--- src/rtl/instr_fetch.sv ---
// Instruction fetch sequencer: reads words from a synchronous program memory,
// hands each to the processor with a Run pulse and waits for Done under a watchdog.
module instr_fetch #(
  parameter int          ADDR_W    = 8,
  parameter logic [15:0] HALT_WORD = 16'hFFFF,
  parameter int          TIMEOUT   = 8
) (
  input  logic              Clock,
  input  logic              Reset,
  input  logic              Start,
  input  logic [ADDR_W-1:0] StartAddr,
  input  logic [ADDR_W-1:0] LastAddr,
  input  logic              Stop,
  output logic [ADDR_W-1:0] MemAddr,
  output logic              MemRd,
  input  logic [15:0]       MemData,
  output logic [15:0]       DIN,
  output logic              Run,
  input  logic              Done,
  output logic              Busy,
  output logic              Halted,
  output logic              Error,
  output logic [15:0]       Count
);

  localparam int WD_W = $clog2(TIMEOUT + 1);

  typedef enum logic [2:0] {IDLE, ADDR, READ, ISSUE, WAIT} state_t;

  state_t            state;
  logic [ADDR_W-1:0] pc;
  logic [15:0]       din;
  logic              mem_rd;
  logic              run;
  logic              busy;
  logic              halted;
  logic              error;
  logic [15:0]       count;
  logic              stop_latch;
  logic [WD_W-1:0]   wd;

  // NOTE: all state is updated with non-blocking assignments in one clocked block, so
  // every branch reads the pre-edge values and the single-cycle strobes fall by default.
  always_ff @(posedge Clock) begin
    if (Reset) begin
      state      <= IDLE;
      pc         <= '0;
      din        <= '0;
      mem_rd     <= 1'b0;
      run        <= 1'b0;
      busy       <= 1'b0;
      halted     <= 1'b0;
      error      <= 1'b0;
      count      <= '0;
      stop_latch <= 1'b0;
      wd         <= '0;
    end else begin
      mem_rd <= 1'b0;
      run    <= 1'b0;
      if (state != IDLE && Stop)
        stop_latch <= 1'b1;

      case (state)
        IDLE: begin
          if (Start) begin
            pc         <= StartAddr;
            halted     <= 1'b0;
            error      <= 1'b0;
            stop_latch <= 1'b0;
            state      <= ADDR;
            mem_rd     <= 1'b1;
            busy       <= 1'b1;
          end
        end

        ADDR: state <= READ;

        READ: begin
          // The halt word is swallowed here; the processor never sees it.
          if (MemData == HALT_WORD) begin
            halted <= 1'b1;
            state  <= IDLE;
            busy   <= 1'b0;
          end else begin
            din   <= MemData;
            state <= ISSUE;
            run   <= 1'b1;
          end
        end

        ISSUE: begin
          wd    <= '0;
          state <= WAIT;
        end

        WAIT: begin
          wd <= wd + 1'b1;
          if (Done) begin
            if (count != 16'hFFFF)
              count <= count + 1'b1;
            if (stop_latch || Stop || pc == LastAddr) begin
              state <= IDLE;
              busy  <= 1'b0;
            end else begin
              pc     <= pc + 1'b1;
              state  <= ADDR;
              mem_rd <= 1'b1;
            end
          end else if (wd == WD_W'(TIMEOUT - 1)) begin
            error <= 1'b1;
            state <= IDLE;
            busy  <= 1'b0;
          end
        end

        default: begin
          state <= IDLE;
          busy  <= 1'b0;
        end
      endcase
    end
  end

  assign MemAddr = pc;
  assign MemRd   = mem_rd;
  assign DIN     = din;
  assign Run     = run;
  assign Busy    = busy;
  assign Halted  = halted;
  assign Error   = error;
  assign Count   = count;

endmodule

--- config.mk ---
export PLATFORM = sky130hd
export DESIGN_NAME = instr_fetch
export DESIGN_NICKNAME = d
export VERILOG_FILES = /design/src/rtl/instr_fetch.sv
export SDC_FILE = /design/constraint.sdc
export NUM_CORES = 1
export LEC_CHECK = 0
export ABC_AREA = 1
export BUFFER_PORTS_ARGS = -buffer_cell sky130_fd_sc_hd__buf_2
export CELL_PAD_IN_SITES_DETAIL_PLACEMENT = 1
export CELL_PAD_IN_SITES_GLOBAL_PLACEMENT = 2
export CORE_MARGIN = 8
export CORE_UTILIZATION = 24
export DETAILED_ROUTE_END_ITERATION = 10
export GPL_TIMING_DRIVEN = 0
export PLACE_DENSITY = 0.8
export SYNTH_ARGS = -nofsm -noshare
export SYNTH_HDL_FRONTEND = slang
export SYNTH_SLANG_ARGS = --single-unit
--- constraint.sdc ---
create_clock -name Clock -period 1.7 [get_ports Clock]
set_clock_uncertainty 0.1 [all_clocks]
set_input_delay 0.34 -clock Clock [delete_from_list [all_inputs] [get_ports Clock]]
set_output_delay 0.34 -clock Clock [all_outputs]
set_load 0.01 [all_outputs]
==> results.json, run 1 <==
{
  "placed_cells": 625,
  "grt_max_degree": 17,
  "cts_buffer_depth": 2,
  "worst_slack_ps": -57.8,
  "required_ps": 1810,
  "ir_drop_v": 0.000390,
  "fp.dieArea_sq_um": 14900,
  "htreeDepth": 2,
  "worst-setup-path-type": "flop to flop",
  "cts.clk_slew.worst_paths_ps": 110,
  "ant_nets": 0,
  "cts-root-buf": "clkbuf_8",
  "grt_pass1_vias": 3254,
  "drt_iter0_drc": 74,
  "n_antenna_cell": 0,
  "rsz0062_at_grt": "true",
  "syn_avg_cell_area_sq_um": 6.67,
  "hp-class": "input pin to flop",
  "num-fill-cells": 1385,
  "place.port_buffers": 81,
  "cts_tree": "built",
  "critPathArrivalTime_ps": 1860,
  "core_area_sq_um": 10900,
  "drt-vias-per-instance": 4.58,
  "place.gp.congestion": 0.782,
  "worst_pin_slew_ps": 649,
  "die_h_microns": 122,
  "io_pins": 82,
  "initial_utilization_pct": 24.7,
  "hold_viol": 0,
  "numClockSinks": 53,
  "grt_overflow": 0,
  "drtPass1Iterations": 4,
  "syn_area_sq_um": 2690,
  "syn_inst": 404,
  "grt.total_usage_pct": 12.8,
  "worst_hold_slack_ps": 112,
  "grt_pass1_wl_microns": 15500,
  "status": "finished with violations",
  "antenna_found_initial": 0,
  "worst_setup_path_end_kind": "flop",
  "period_share_pct": 103,
  "worst-path-max-fanout": 6,
  "leakage_uw": 0.00186,
  "report.final.slew_viol_count": 0,
  "numCtsBuffers": 5,
  "finalWirelength_microns": 9530,
  "layout_min_cycle_time_ps": 1760,
  "final_cell_count_no_fill": 665,
  "die_w_microns": 122,
  "setup_viol": 14,
  "fmax_mhz": 569,
  "synth-seq-cells": 53,
  "violations": "negative setup slack",
  "p_total_uw": 3600,
  "crit_path_start_kind": "flop",
  "row_count": 38,
  "drive_gt1_share_pct": 39.8,
  "yosysUniqueCellTypes": 28,
  "synthesis.nets": 444,
  "vias": 3043,
  "dp_hpwl_microns": 6950,
  "powerDensity_nw_per_um2": 902,
  "drcViolationCount": 0,
  "yosys_warnings": 0,
  "setup_tns_ps": -400,
  "clk_latency_ps": 310,
  "yosysSeqAreaShare_pct": 39.4,
  "synthToLayoutAreaGrowth_pct": 47.9,
  "wl_per_cell_microns": 14.3,
  "max_slew_margin_pct": 56.8,
  "post-place-ws_ps": -323,
  "drv_cap": 0,
  "nets": 565
}
## power breakdown
group | total, uW | internal, uW | switching, uW
Combinational | 1220 | 542 | 682
Clock | 818 | 378 | 440
Sequential | 1550 | 1420 | 132
Total | 3600 | 2340 | 1250
## kinds of logic (layout without fill, tap and decap cells)
logic type | Yosys count | after routing | share of synthesized area [%]
simple gates | 195 | 196 | 30.6
compound gates | 76 | 76 | 14.7
buf+inv | 65 | 185 | 10.0
flops | 53 | 53 | 39.4
xor+xnor | 12 | 12 | 3.90
fa+ha+maj | 3 | 3 | 1.39
## cells in the final DEF, fill, tap and decap left out, types with 3 or more instances in the layout
master and instances:
nand3_1 13, nor2_2 11, a21oi_2 11, nand2_4 8, nand2_1 90, buf_2 82, nor3_1 6, xnor2_2 3
nor2_4 5, xor2_1 4, inv_2 5, nand2_2 9, buf_4 27, dfxtp_1 35, dfxtp_4 9, clkbuf_8 5
xnor2_1 5, nand4_1 11, a21oi_1 28, clkbuf_1 6, inv_1 45, buf_6 4, dfxtp_2 9, nor2_1 35
o21ai_0 31, nand3_2 3
## sequential cells by signal (all words and copies together), names as in the netlist
register / flops
Busy: 1
Count: 16
DIN: 16
Error: 1
Halted: 1
MemAddr: 8
MemRd: 1
Run: 1
state: 3
stop_latch: 1
wd: 4
## final cells by class
| cell class | instances | area, sq um | share of cell area (%) |
|---|---|---|---|
| clock inverter | 1 | 8.76 | 0.220 |
| buffer | 12 | 78.8 | 1.98 |
| inverter | 52 | 203 | 5.09 |
| clock buffer | 6 | 93.8 | 2.36 |
| tap | 140 | 175 | 4.40 |
| timing repair buffer | 114 | 709 | 17.8 |
| multi-input combinational | 287 | 1610 | 40.4 |
| sequential | 53 | 1110 | 27.8 |
## through the flow
stage,utilization (%),area (sq um)
final,36.6,3980
after detailed placement,30.3,3290
after global routing,36.6,3980
after floorplan,-,2710
after CTS,33.6,3650
after global placement,30.3,3290
## repair_timing
| item | 4_1_cts | 5_1_grt |
|---|---|---|
| cloned | 2 | 0 |
| endpoints found under the setup margin | 25 | 36 |
| hold buffers | 0 | 0 |
| pin swaps | 11 | 30 |
| buffers inserted | 13 | 20 |
| gates resized for setup | 35 | 65 |
## per-layer routing
| metal | GRT usage [%] | part of all wire [%] | wire length, microns | vias up |
|---|---|---|---|---|
| li1 | - | - | - | 1528 |
| met1 | 14.5 | 43 | 4080 | 1445 |
| met2 | 23.5 | 51 | 4820 | 63 |
| met3 | 3.79 | 6.0 | 574 | 7 |
| met4 | 1.85 | 0.55 | 52 | 0 |
| met5 | 0 | 0 | 0 | - |
## cell usage after synthesis, drive strengths merged
cell	count	area, sq um
nand2	106	408
dfxtp	53	1060
inv	52	195
nor2	51	199
a21oi	39	203
o21ai	35	179
nand3	17	85.1
nand4	11	68.8
clkbuf	9	36.3
nor3	8	51.3
xnor2	8	70.1
buf	4	38.8
xor2	4	35.0
ha	3	37.5
or2	2	12.5
a211oi	1	7.51
a31oi	1	6.26
## critical path, stage by stage (launching register included)
cell     delay, ps
dfxtp_4        370
ha_4           140
nand2_4         60
nor3_4         210
nand4_1        130
nand2_1        100
nand2_2         70
buf_8          150
buf_8          140
a21oi_2        130
nor2_1          50
## final timing paths
path,endpoint,cells after the start,start,slack (ps)
min reg2reg,DIN[10],2,DIN[10],350
max,Count[6],10,Count[0],-60
min,stop_latch,2,Start,110
max reg2reg,Count[6],10,Count[0],-60
(Power assumes the default switching activity.)
==> run 2: changes to the inputs <==
Settings changed: PLACE_DENSITY 0.8 to default, PLACE_DENSITY_LB_ADDON from default to 0.1.
==> results.json, run 2 (synthesis gave the netlist of run 1 again) <==
{
  "worstHoldEndpoint": "stop_latch",
  "worst_setup_path_end_kind": "flop",
  "grt_overflow": 0,
  "setup_tns_ps": -558,
  "core_area_sq_um": 10900,
  "crit_path_top_delay_cell": "dfxtp_4",
  "rr_endpoint": "Count[2]",
  "hold_start": "Start",
  "drtPass1Iterations": 4,
  "worst_pin_slew_ps": 664,
  "status": "finished with violations",
  "r2r_start": "Count[0]",
  "cts-root-buf": "clkbuf_8",
  "htreeDepth": 2,
  "r2r_slack_ps": -60,
  "die_w_microns": 122,
  "antenna_found_initial": 0,
  "n_antenna_cell": 0,
  "hp-class": "input pin to flop",
  "crit_path_cell_trace": "ha_4 -> nand2_4 -> nor3_4 -> nand4_1 -> nand2_1 -> nand2_2 -> buf_8 -> buf_12 -> nand3_2 -> nand2_2 -> nor2_2",
  "dp_hpwl_microns": 7140,
  "clk_latency_ps": 330,
  "fp.dieArea_sq_um": 14900,
  "numCtsBuffers": 5,
  "powerDensity_nw_per_um2": 901,
  "period_share_pct": 103,
  "rsz0062_at_grt": "true",
  "met3_usage_pct": 3.15,
  "cts.clk_slew.worst_paths_ps": 110,
  "report.final.slew_viol_count": 0,
  "worst_slack_ps": -56.8,
  "synthToLayoutAreaGrowth_pct": 42.1,
  "met1_usage_pct": 16.2,
  "r2r_cells": 11,
  "whs_path_depth": 2,
  "grt_max_degree": 18,
  "placed_cells": 625,
  "grt_most_used_layer": "met2",
  "final_cell_count_no_fill": 657,
  "grt_use_met2_pct": 21.6,
  "fmax_mhz": 569,
  "io_pins": 82,
  "setup_viol": 14,
  "drcViolationCount": 0,
  "drt_iter0_drc": 112,
  "worst-setup-path-type": "flop to flop",
  "ir_drop_v": 0.000382,
  "layout_min_cycle_time_ps": 1760,
  "required_ps": 1870,
  "initial_utilization_pct": 24.7,
  "hold_viol": 0,
  "place.gp.congestion": 0.735,
  "drt-vias-per-instance": 4.50,
  "layout_commonest_cell": "nand2_1",
  "vias": 2956,
  "critPathArrivalTime_ps": 1930,
  "row_count": 38,
  "path_common_cell": "nand2_2",
  "layout_common_cells": "95 x nand2_1, 82 x buf_2, 45 x inv_1",
  "finalWirelength_microns": 9640,
  "max_stage_delay_ps": 380,
  "drv_cap": 0,
  "cts_buffer_depth": 2,
  "cp_top_family": "simple AND/OR/NAND/NOR gates",
  "worst-path-max-fanout": 6,
  "leakage_uw": 0.00173,
  "grt_pass1_wl_microns": 15600,
  "ant_nets": 0,
  "violations": "negative setup slack",
  "wl_per_cell_microns": 14.7,
  "crit_path_start_kind": "flop",
  "grt_pass1_vias": 3111,
  "drive_gt1_share_pct": 36.9,
  "grt.total_usage_pct": 13.0,
  "post-place-ws_ps": -318,
  "numClockSinks": 53,
  "cp-startpoint": "Count[0]",
  "nets": 556,
  "critical_path_buf_inv_count": 2,
  "place.port_buffers": 81,
  "p_total_uw": 3450,
  "worst_hold_slack_ps": 101,
  "max_slew_margin_pct": 55.8,
  "die_h_microns": 122,
  "cts_tree": "built"
}
==> run 2: changes by cell type in the layout (fill, tap and decap cells not counted), moves of 5 or more <==
cell     change
nand2_1      +5
buf_4        -7
dfxtp_2      +5
nand2_4      -5
==> run 2: where the power goes <==
group | total (uW) | leakage (uW) | switching, uW | internal, uW
Sequential | 1550 | 0.000441 | 131 | 1410
Combinational | 1120 | 0.00124 | 640 | 476
Clock | 788 | 0.0000450 | 495 | 294
Total | 3450 | 0.00173 | 1270 | 2180
==> run 2: worst reg2reg max path, cell delays in order (launching register included) <==
cell	delay, ps
dfxtp_4	380
ha_4	150
nand2_4	60
nor3_4	200
nand4_1	140
nand2_1	110
nand2_2	70
buf_8	150
buf_12	130
nand3_2	50
nand2_2	50
nor2_2	120
==> run 2: final cells by class <==
class | count | area (sq um)
clock buffer | 5 | 68.8
buffer | 13 | 91.3
inverter | 52 | 204
clock inverter | 3 | 20.0
multi-input combinational | 286 | 1540
fill | 1429 | 7060
tap | 140 | 175
timing repair buffer | 105 | 634
sequential | 53 | 1100
==> run 2: how the worst max path moves through the flow <==
| stage | endpoint | slack (ps) | cells after the start |
|---|---|---|---|
| global route | Count[4] | -230 | 11 |
| CTS | Count[10] | -70 | 11 |
| global placement | MemAddr[0] | -310 | 8 |
| floorplan | Count[6] | -8 | 10 |
| detailed placement | MemAddr[2] | -320 | 8 |
| finish | Count[2] | -60 | 11 |
==> run 2: timing repair <==
item                       in CTS  in global routing
cloned                          2                  0
resized for setup              32                 52
setup endpoints to repair      24                 38
pin swaps                       7                 14
buffers inserted               12                 10
hold buffers                    0                  0
==> run 2: per-layer routing <==
metal | vias to the layer above | part of all wire [%]
met5 | - | 0
met4 | 0 | 1.2
met3 | 7 | 5.1
met2 | 54 | 48
met1 | 1383 | 46
li1 | 1512 | -
==> run 2: through the flow <==
step | utilization, % | instance area (sq um)
after global placement | 30.3 | 3290
after global routing | 35.2 | 3830
final | 35.2 | 3830
after detailed placement | 30.3 | 3290
after CTS | 33.3 | 3620
after floorplan | - | 2710
==> run 3: changes to the inputs <==
Settings changed: CORE_ASPECT_RATIO from default to 1.1.
==> results.json, run 3 (synthesis gave the netlist of run 1 again) <==
{
  "io_pins": 82,
  "report.final.slew_viol_count": 0,
  "finalWirelength_microns": 9390,
  "cts.clk_slew.worst_paths_ps": 70,
  "critPathArrivalTime_ps": 1870,
  "core_area_sq_um": 10900,
  "initial_utilization_pct": 24.7,
  "num-fill-cells": 1446,
  "worst_pin_slew_ps": 756,
  "violations": "negative setup slack",
  "worst-path-max-fanout": 5,
  "crit_path_start_kind": "flop",
  "period_share_pct": 102,
  "ctsHoldBuffers": 0,
  "die_h_microns": 127,
  "die_w_microns": 117,
  "clockPowerShare_pct": 29.1,
  "nets": 551,
  "worst_slack_ps": -37.3,
  "row_count": 40,
  "grt_overflow": 0,
  "ir_drop_v": 0.000382,
  "worst_setup_path_end_kind": "flop",
  "antenna_found_initial": 0,
  "post-place-ws_ps": -304,
  "swShare_pct": 34.8,
  "cts_buffer_depth": 2,
  "fmax_mhz": 576,
  "p_total_uw": 3700,
  "layout_commonest_cell": "nand2_1",
  "required_ps": 1840,
  "drt-vias-per-instance": 4.43,
  "multiInputGateArea_sq_um": 1590,
  "drtPass1Iterations": 4,
  "grt_pass1_wl_microns": 15200,
  "hold_viol": 0,
  "drv_cap": 0,
  "layout_min_cycle_time_ps": 1740,
  "vias": 2920,
  "powerDensity_nw_per_um2": 952,
  "leakage_uw": 0.00179,
  "numCtsBuffers": 5,
  "worst-setup-path-type": "flop to flop",
  "setup_viol": 15,
  "synthToLayoutAreaGrowth_pct": 44.4,
  "wl_per_cell_microns": 14.3,
  "final-seq-area_sq_um": 1090,
  "htreeDepth": 2,
  "layout_common_cells": "91 x nand2_1, 82 x buf_2, 45 x inv_1",
  "p_int_uw": 2420,
  "grt_pass1_vias": 3055,
  "place.gp.congestion": 0.715,
  "cts-root-buf": "clkbuf_16",
  "drcViolationCount": 0,
  "drt_iter0_drc": 74,
  "dp_hpwl_microns": 6980,
  "rsz0062_at_grt": "true",
  "p_comb_share_pct": 29.1,
  "hp-class": "input pin to flop",
  "ant_nets": 0,
  "cts_tree": "built",
  "fp.dieArea_sq_um": 14900,
  "r2r_slack_ps": -40,
  "max_slew_margin_pct": 49.6,
  "clk_latency_ps": 300,
  "numClockSinks": 53,
  "seqPwrFrac_pct": 41.7,
  "n_antenna_cell": 0,
  "p_switching_uw": 1290,
  "grt.total_usage_pct": 13.0,
  "place.port_buffers": 81,
  "status": "finished with violations",
  "grt_max_degree": 19,
  "drive_gt1_share_pct": 36.9
}
-- run 3: cell count changes in the layout (fill, tap and decap cells not counted), moves of 3 or more --
cell / change
nand2_4: +5
dfxtp_2: -3
clkbuf_8: -5
a21oi_1: -3
inv_4: -4
nand2_1: -4
dfxtp_1: +4
clkbuf_16: +5
a21oi_2: +3
buf_4: -5
-- run 3: power by group through the flow --
stage / Combinational (uW) / Clock, uW / Sequential (uW)
4_1_cts: 1000 / 1130 / 1530
3_3_place_gp: 893 / 0 / 1550
6_report: 1080 / 1080 / 1550
5_1_grt: 1230 / 1160 / 1580
2_1_floorplan: 479 / 0 / 1600
3_5_place_dp: 908 / 0 / 1560
-- run 3: routing by layer --
metal	GRT usage, %	vias to the layer above	wire, microns
li1	-	1503	-
met1	15.3	1357	4080
met4	3.62	0	107
met2	22.7	54	4740
met5	0	-	0
met3	3.16	6	469
-- run 3: worst max-delay path, stage by stage (launching register included) --
cell and delay, ps:
dfxtp_4 360, ha_4 140, nand2_4 60, nor3_4 220, nand4_1 140, nand2_1 100
nand2_2 60, buf_8 140, buf_6 130, nand3_2 50, nand2_1 50, nor2_1 110
-- run 3: final timing paths --
path | startpoint | end | cells after the start
max reg2reg | Count[0] | Count[6] | 11
max | Count[0] | Count[6] | 11
min | Start | stop_latch | 2
min reg2reg | DIN[8] | DIN[8] | 2
-- run 3: final cells by class --
class	count	area share (%)
Multi-Input combinational cell	286	41.0
Sequential cell	53	28.0
Timing Repair Buffer	100	14.9
Inverter	52	5.21
Tap cell	147	4.73
Clock buffer	5	3.22
Buffer	13	2.35
Clock inverter	3	0.643
-- run 3: per-stage QoR --
stage                     hold WS, ps  area (sq um)  utilization, %  setup TNS [ps]  std cells
after floorplan                   318          2710               -           -8.43        404
after global placement            332          3300            30.3           -7860        632
after detailed placement          332          3300            30.3           -8260        632
after CTS                         152          3710            34.0            -223        654
after global routing              150          3890            35.7           -2150        659
final                             164          3890            35.7            -341        659
-- run 3: repair_timing --
action / in CTS / in global routing
pin swaps: 10 / 16
resized for setup: 41 / 52
cloned: 1 / 0
setup buffers: 13 / 5
endpoints found under the setup margin: 26 / 39
